[src/rtl/alu_pkg.sv]
// alu_pkg: opcode encodings and flag bit positions shared by the ALU execute pipe.
package alu_pkg;
   localparam logic [2:0] SEL_ADD  = 3'd0;
   localparam logic [2:0] SEL_AND  = 3'd1;
   localparam logic [2:0] SEL_NAND = 3'd2;
   localparam logic [2:0] SEL_NOR  = 3'd3;
   localparam logic [2:0] SEL_OR   = 3'd4;
   localparam logic [2:0] SEL_XOR  = 3'd5;
   localparam logic [2:0] SEL_SLT  = 3'd6;
   localparam logic [2:0] SEL_ILL  = 3'd7;
   localparam int FLG_CARRY = 0;
   localparam int FLG_OVF   = 1;
   localparam int FLG_ZERO  = 2;
   localparam int FLG_ILL   = 3;
   localparam int NFLAGS    = 4;
endpackage

[src/rtl/alu_exec_core.sv]
// alu_exec_core: combinational ALU producing result and carry/overflow/zero/illegal flags.
module alu_exec_core
   import alu_pkg::*;
#(
   parameter int W = 32
) (
   input  logic [W-1:0] a,
   input  logic [W-1:0] b,
   input  logic [2:0]   sel,
   input  logic         invert,
   output logic [W-1:0] result,
   output logic         carryout,
   output logic         overflow,
   output logic         zero,
   output logic         illegal
);
   logic [W-1:0] w_bb;
   logic [W-1:0] w_sum;
   logic [W-1:0] w_raw;
   logic         w_c;
   logic         w_ovf;
   logic         w_arith;

   assign w_bb = invert ? ~b : b;
   assign {w_c, w_sum} = {1'b0, a} + {1'b0, w_bb} + {{W{1'b0}}, invert};
   assign w_ovf = (a[W-1] == w_bb[W-1]) && (w_sum[W-1] != a[W-1]);
   assign illegal = (sel == SEL_ILL) || (sel == SEL_SLT && !invert);
   assign w_arith = !illegal && (sel == SEL_ADD || sel == SEL_SLT);

   always_comb begin
      w_raw = '0;
      case (sel)
         SEL_ADD:  w_raw = w_sum;
         SEL_AND:  w_raw = a & b;
         SEL_NAND: w_raw = ~(a & b);
         SEL_NOR:  w_raw = ~(a | b);
         SEL_OR:   w_raw = a | b;
         SEL_XOR:  w_raw = a ^ b;
         SEL_SLT:  w_raw = {{(W-1){1'b0}}, w_sum[W-1] ^ w_ovf};
         default:  w_raw = '0;
      endcase
   end

   assign result   = illegal ? '0 : w_raw;
   assign carryout = w_arith && w_c;
   assign overflow = w_arith && w_ovf;
   assign zero     = (result == '0);
endmodule

[src/rtl/alu_exec_pipe.sv]
// alu_exec_pipe: two-stage valid/ready execute pipe; stage 1 holds operands, stage 2 holds result and flags.
module alu_exec_pipe
   import alu_pkg::*;
#(
   parameter int W = 32
) (
   input  logic         clk,
   input  logic         rst_n,
   input  logic         flush,
   input  logic         in_valid,
   output logic         in_ready,
   input  logic [W-1:0] a,
   input  logic [W-1:0] b,
   input  logic [2:0]   sel,
   input  logic         invert,
   output logic         out_valid,
   input  logic         out_ready,
   output logic [W-1:0] result,
   output logic         carryout,
   output logic         overflow,
   output logic         zero,
   output logic         illegal
);
   logic              r_s1_valid;
   logic [W-1:0]      r_a;
   logic [W-1:0]      r_b;
   logic [2:0]        r_sel;
   logic              r_inv;
   logic              r_s2_valid;
   logic [W-1:0]      r_result;
   logic [NFLAGS-1:0] r_flags;
   logic              w_s2_load;
   logic              w_s1_adv;
   logic              w_accept;
   logic [W-1:0]      w_result;
   logic              w_carry;
   logic              w_ovf;
   logic              w_zero;
   logic              w_ill;

   assign w_s2_load = !r_s2_valid || out_ready;
   assign w_s1_adv  = r_s1_valid && w_s2_load;
   // in_ready follows out_ready combinationally: there is no skid buffer behind stage 1
   assign in_ready  = !flush && (!r_s1_valid || w_s1_adv);
   assign w_accept  = in_valid && in_ready;

   alu_exec_core #(.W(W)) u_core (
      .a        (r_a),
      .b        (r_b),
      .sel      (r_sel),
      .invert   (r_inv),
      .result   (w_result),
      .carryout (w_carry),
      .overflow (w_ovf),
      .zero     (w_zero),
      .illegal  (w_ill)
   );

   always_ff @(posedge clk or negedge rst_n) begin
      if (!rst_n) begin
         r_s1_valid <= 1'b0;
         r_a        <= '0;
         r_b        <= '0;
         r_sel      <= '0;
         r_inv      <= 1'b0;
      end else begin
         if (flush) r_s1_valid <= 1'b0;
         else if (w_accept) r_s1_valid <= 1'b1;
         else if (w_s1_adv) r_s1_valid <= 1'b0;
         if (w_accept) begin
            r_a   <= a;
            r_b   <= b;
            r_sel <= sel;
            r_inv <= invert;
         end
      end
   end

   always_ff @(posedge clk or negedge rst_n) begin
      if (!rst_n) begin
         r_s2_valid <= 1'b0;
         r_result   <= '0;
         r_flags    <= '0;
      end else begin
         if (flush) r_s2_valid <= 1'b0;
         else if (w_s2_load) r_s2_valid <= r_s1_valid;
         if (w_s1_adv) begin
            r_result           <= w_result;
            r_flags[FLG_CARRY] <= w_carry;
            r_flags[FLG_OVF]   <= w_ovf;
            r_flags[FLG_ZERO]  <= w_zero;
            r_flags[FLG_ILL]   <= w_ill;
         end
      end
   end

   assign out_valid = r_s2_valid;
   assign result    = r_result;
   assign carryout  = r_flags[FLG_CARRY];
   assign overflow  = r_flags[FLG_OVF];
   assign zero      = r_flags[FLG_ZERO];
   assign illegal   = r_flags[FLG_ILL];
endmodule

[config.mk]
export PLATFORM = sky130hd
export DESIGN_NAME = alu_exec_pipe
export DESIGN_NICKNAME = d
export VERILOG_FILES = /design/src/rtl/alu_pkg.sv /design/src/rtl/alu_exec_core.sv /design/src/rtl/alu_exec_pipe.sv
export SDC_FILE = /design/constraint.sdc
export NUM_CORES = 1
export LEC_CHECK = 0
export ABC_AREA = 1
export BUFFER_PORTS_ARGS = -buffer_cell sky130_fd_sc_hd__buf_2
export CAP_MARGIN = 30
export CORE_MARGIN = 2
export CORE_UTILIZATION = 29
export DETAILED_ROUTE_END_ITERATION = 16
export GPL_TIMING_DRIVEN = 0
export PLACE_DENSITY = 0.51
export SYNTH_ARGS = -nofsm -noshare
export SYNTH_HDL_FRONTEND = slang
export SYNTH_SLANG_ARGS = --single-unit
[constraint.sdc]
create_clock -name clk -period 5.3 [get_ports clk]
set_input_delay 1.59 -clock clk [delete_from_list [all_inputs] [get_ports clk]]
set_output_delay 1.59 -clock clk [all_outputs]
set_load 0.01 [all_outputs]
# Word level (Yosys, flattened, before mapping)
# Index checks and enable logic that the tools add are counted.
[totals]
output_inout_bits = 38
regBits = 106
elab_cells = 55
input_bits = 73
[op_classes]
mux = 8
n_bitwise = 7
n_addsub = 2
eq_ne = 9
reduce_logical = 21
[op_table]
columns = ["operator", "count"]
rows = [
  ["$pmux W32 S7", 1],
  ["$not A32 Y32", 3],
  ["$mux W32", 2],
  ["$add A32 B32 Y33", 1],
  ["$add A33 B1 Y33", 1],
  ["$and A32 B32 Y32", 1],
  ["$logic_not A32 Y1", 1],
  ["$or A32 B32 Y32", 1],
  ["$xor A32 B32 Y32", 1],
  ["$eq A3 B3 Y1 const B", 4],
  ["$logic_and A1 B1 Y1", 8],
  ["$eq A3 B2 Y1 const B", 2],
  ["$logic_not A1 Y1", 5],
  ["$mux W1", 5],
  ["$logic_or A1 B1 Y1", 4],
  ["$eq A3 B1 Y1 const B", 1],
  ["$logic_not A3 Y1", 1],
  ["$reduce_bool A3 Y1", 1],
  ["$reduce_bool A2 Y1", 1],
  ["$eq A1 B1 Y1", 1],
  ["$ne A1 B1 Y1", 1],
  ["$xor A1 B1 Y1", 1],
]

# Longest topological paths before layout
[logic_depth]
word_depth = 10
depth_mapped = 22
ltp_nobuf = 21

# Modules after synthesis
# A second synthesis with hierarchy kept.
[unflattened]
cells_unflattened = 1431
area_unflattened_um2 = 9420.3
[modules_own_cells]
columns = ["mod", "cells_each", "seq_area_each_um2", "area_each_um2", "n_inst"]
rows = [
  ["alu_exec_core", 961, 0.0, 5137.4, 1],
  ["alu_exec_pipe", 470, 2652.5, 4282.9, 1],
]

# Least setup slack after synthesis
# OpenSTA, ideal clock, no wires.
[synth_timing]
path_type = "input -> output"
start = "input port out_ready"
end = "output port in_ready"
cell_stages = 4
path_slack_ns = 1.786
arrival_ns = 1.924
n_path_buf = 0
required_time_ns = 3.710
path_cell_list = "inv_1 -> nand2_1 -> o21ai_0 -> inv_1"
[synth_via]
elab_chain_len = 4
[synth_lines]
columns = ["item", "line", "rtl"]
rows = [
  ["from (decl)", "alu_exec_pipe.sv:17", "input logic out_ready,"],
  ["$logic_or A1 B1 Y1", "alu_exec_pipe.sv:41", "assign w_s2_load = !r_s2_valid || out_ready;"],
  ["$logic_and A1 B1 Y1", "alu_exec_pipe.sv:42", "assign w_s1_adv = r_s1_valid && w_s2_load;"],
  ["$logic_or A1 B1 Y1", "alu_exec_pipe.sv:44", "assign in_ready = !flush && (!r_s1_valid || w_s1_adv);"],
  ["$logic_and A1 B1 Y1", "alu_exec_pipe.sv:44", ""],
  ["to (decl)", "alu_exec_pipe.sv:11", "output logic in_ready,"],
]
# No other way between the ends.

# Worst setup path in the final report
# Same ends and word-level chain as after synthesis.

==> results.sh <==
export IMPL_clkSlewWorstSetupHoldPaths_ns=0.08
export IMPL_syn_num_nets=1511
export IMPL_synth_largest_area_cell="dfrtp_1"
export IMPL_finalNetCount=1633
export IMPL_n_fill_cell=3415
export IMPL_dieHeight_um=182
export IMPL_tns_ns=0
export IMPL_drtIter0Drc=505
export IMPL_synth_compound_area_share=0.134
export IMPL_layout_cells_non_filler=1870
export IMPL_routed_wl_met3_mm=1.38
export IMPL_start_kind="input pin"
export IMPL_die_x_um=182
export IMPL_yosys_area_share_xor_xnor=0.0295
export IMPL_setup_violations_final=0
export IMPL_cp_data_required_time_ns=3.71
export IMPL_ys_seq_area_frac=0.288
export IMPL_coreArea_sq_mm=0.0314
export IMPL_clock_sinks=106
export IMPL_wire_per_inst_um=17.8
export IMPL_drc=0
export IMPL_floorplan_rows=65
export IMPL_place_hpwl_mm=26.5
export IMPL_cts_root_buf="clkbuf_16"
export IMPL_die_area_sq_mm=0.0332
export IMPL_gp_congestion=0.947
export IMPL_synthCells=1341
export IMPL_track_usage=0.206
export IMPL_ioPinCount=111
export IMPL_crit_fanout=4
export IMPL_max_stage_delay_ns=0.16
export IMPL_dp_cells=1854
export IMPL_yosysWarnings=0
export IMPL_postCtsSetupBuffers=0
export IMPL_p_leak_nw=5.64
export IMPL_post_cts_resize_count=0
export IMPL_synth_seq_cells=106
export IMPL_dr_pass1_iters=7
export IMPL_ctsHoldBuffers=0
export IMPL_drt_wl_total_mm=33.2
export IMPL_hold_viol=0
export IMPL_critPathSlowestCell="o21ai_0"
export IMPL_drtAntennaViolNets=0
export IMPL_hold_path_class="flip-flop to flip-flop"
export IMPL_totalPowerFinal_mw=3.89
export IMPL_antenna_cells=0
export IMPL_cts_tree="yes"
export IMPL_r2r_cells=20
export IMPL_layout_commonest_cell="nand2_1"
export IMPL_initial_core_util=0.293
export IMPL_status="completed"
export IMPL_cp_top_family="buffers and inverters"
export IMPL_maxSlewViolCount=0
export IMPL_power_density_mw_per_mm2=367
export IMPL_cts_max_level=3
export IMPL_yosys_area_top_type_share=0.288
export IMPL_clock_latency_ns=0.39
export IMPL_holdPathStages=2
export IMPL_critical_path_class="input pin to output pin"
export IMPL_ys_top_cells_by_area="dfrtp_1, nand2_1, ha_1, inv_1, nor2_1"
export IMPL_end_kind="output pin"
export IMPL_yosys_area_share_simple=0.299
export IMPL_cts_buffers=9
export IMPL_timing_fmax_mhz=265
export IMPL_synth_avg_cell_area_sq_um=6.86
export IMPL_cts_path_max_buffers=2
export IMPL_synth_top_family_by_area="simple AND/OR/NAND/NOR gates"
export IMPL_fin_crit_sh=0.712
export IMPL_antenna_found_initial=0
export IMPL_fin_skew_ns=0.0161
export IMPL_area_growth_pct=15.1
export IMPL_crit_chain="buf_2 > inv_1 > nand2_1 > o21ai_0 > inv_1 > buf_2"
export IMPL_syn_area_sq_mm=0.00920
export IMPL_wl_met2_mm=15.2
export IMPL_critPathArrivalTime_ns=2.18
export IMPL_maxCapViolations=0
export IMPL_synth_fa_ha_area_frac=0.133
export IMPL_relSlewSlack=0.339
export IMPL_grt_pass1_wl_mm=52.1
export IMPL_rsz0062_at_grt="no"
export IMPL_m1WireLength_mm=16.0
export IMPL_grt_pass1_vias=9052
export IMPL_highest_layer="met4"
export IMPL_ir_worst_vdd_uv=156
export IMPL_utilization=0.337
export IMPL_vias=9035
export IMPL_grt_start_max_net_pins=65
export IMPL_drive_gt1_frac=0.133
export IMPL_vias_per_cell=4.83
export IMPL_ys_types=50
export IMPL_overflow=0
export IMPL_crit_cells=6
export IMPL_crit_buf_inv=4
export IMPL_muxShareOfSynthArea=0.00231
export IMPL_fin_crit_ns=3.77
export IMPL_worst_pin_slew_ns=0.992
export IMPL_io_buffers=110
export IMPL_layout_common_cells="nand2_1, inv_1, nor2_1"
## synth_stat cells, drive strengths merged
master and count:
a21oi 94, xnor2 1, ha 96, nand3b 7, buf 25, o22ai 1
o21ai 61, a31oi 21, a221oi 4, o221ai 2, o21bai 3, inv 205
o31ai 2, and2 1, nor3b 3, or2 1, nand2 346, fa 1
o21a 1, mux2 1, nand3 71, xor2 30, a2111oi 2, a22oi 3
mux2i 1, nor2 188, nand4 14, dfrtp 106, o211ai 4, nor3 12
o41ai 1, clkinv 1, clkbuf 17, a211oi 13, a21boi 2
## power by group
part | switching, mW | internal, mW | leakage (nW)
logic | 1.38 | 0.714 | 4.29
clock network | 0.354 | 0.372 | 0.144
registers | 0.123 | 0.949 | 1.21
total | 1.85 | 2.04 | 5.64
## tightest hold or removal path, delay by kind of cell, from the launching register on
family | cells | cell delay (ns)
AND/OR/NAND/NOR | 2 | 0.11
flip-flops | 1 | 0.34
## through the flow
stage / hold WS (ns) / cell area [sq um] / worst slack, ns
floorplan: 0.513 / 9200 / 1.79
global placement: 0.469 / 10300 / 1.23
detailed placement: 0.467 / 10300 / 1.51
CTS: 0.486 / 10600 / 1.53
global route: 0.530 / 10600 / 1.27
finish: 0.488 / 10600 / 1.53
## final timing paths
check / to / slack, ns / from
worst max-delay path: in_ready / 1.53 / out_ready
worst min-delay path: result[1]$_DFFE_PN0P_ / 0.49 / result[1]$_DFFE_PN0P_
worst max register to register: r_flags[2]$_DFFE_PN0P_ / 1.56 / r_inv$_DFFE_PN0P_
worst min register to register: result[1]$_DFFE_PN0P_ / 0.49 / result[1]$_DFFE_PN0P_
max in group asynchronous: r_b[27]$_DFFE_PN0P_ / 3.48 / rst_n
min in group asynchronous: r_a[1]$_DFFE_PN0P_ / 1.13 / rst_n
## routing by layer
metal | GRT usage | vias up
met4 | 0.0565 | 0
li1 | - | 4532
met5 | 0 | -
met3 | 0.0241 | 31
met1 | 0.288 | 4252
met2 | 0.337 | 220
## kinds of logic (layout without fill, tap and decap cells)
family	Yosys count	in the layout
xor gates and xnor gates	31	31
adders and majority gates	97	97
buffers and inverters	248	375
AOI/OAI and AO/OA	214	214
DFF	106	106
muxes	2	2
and+or+nand+nor	643	643
## cell type report
cell class	instances	area, sq um	area share
Multi-Input combinational cell	987	5500	0.519
Timing Repair Buffer	111	584	0.0552
Tap cell	402	503	0.0475
Sequential cell	106	2650	0.250
Clock buffer	10	229	0.0216
Inverter	206	786	0.0742
Buffer	42	265	0.0250
Clock inverter	6	72.6	0.00685
## flip-flops by register name (all words and copies together) (netlist names)
register / cells
r_b: 32
result: 32
r_inv: 1
r_a: 32
r_s1_valid: 1
r_flags: 4
r_sel: 3
out_valid: 1
Power figures use the tool's default switching activity.
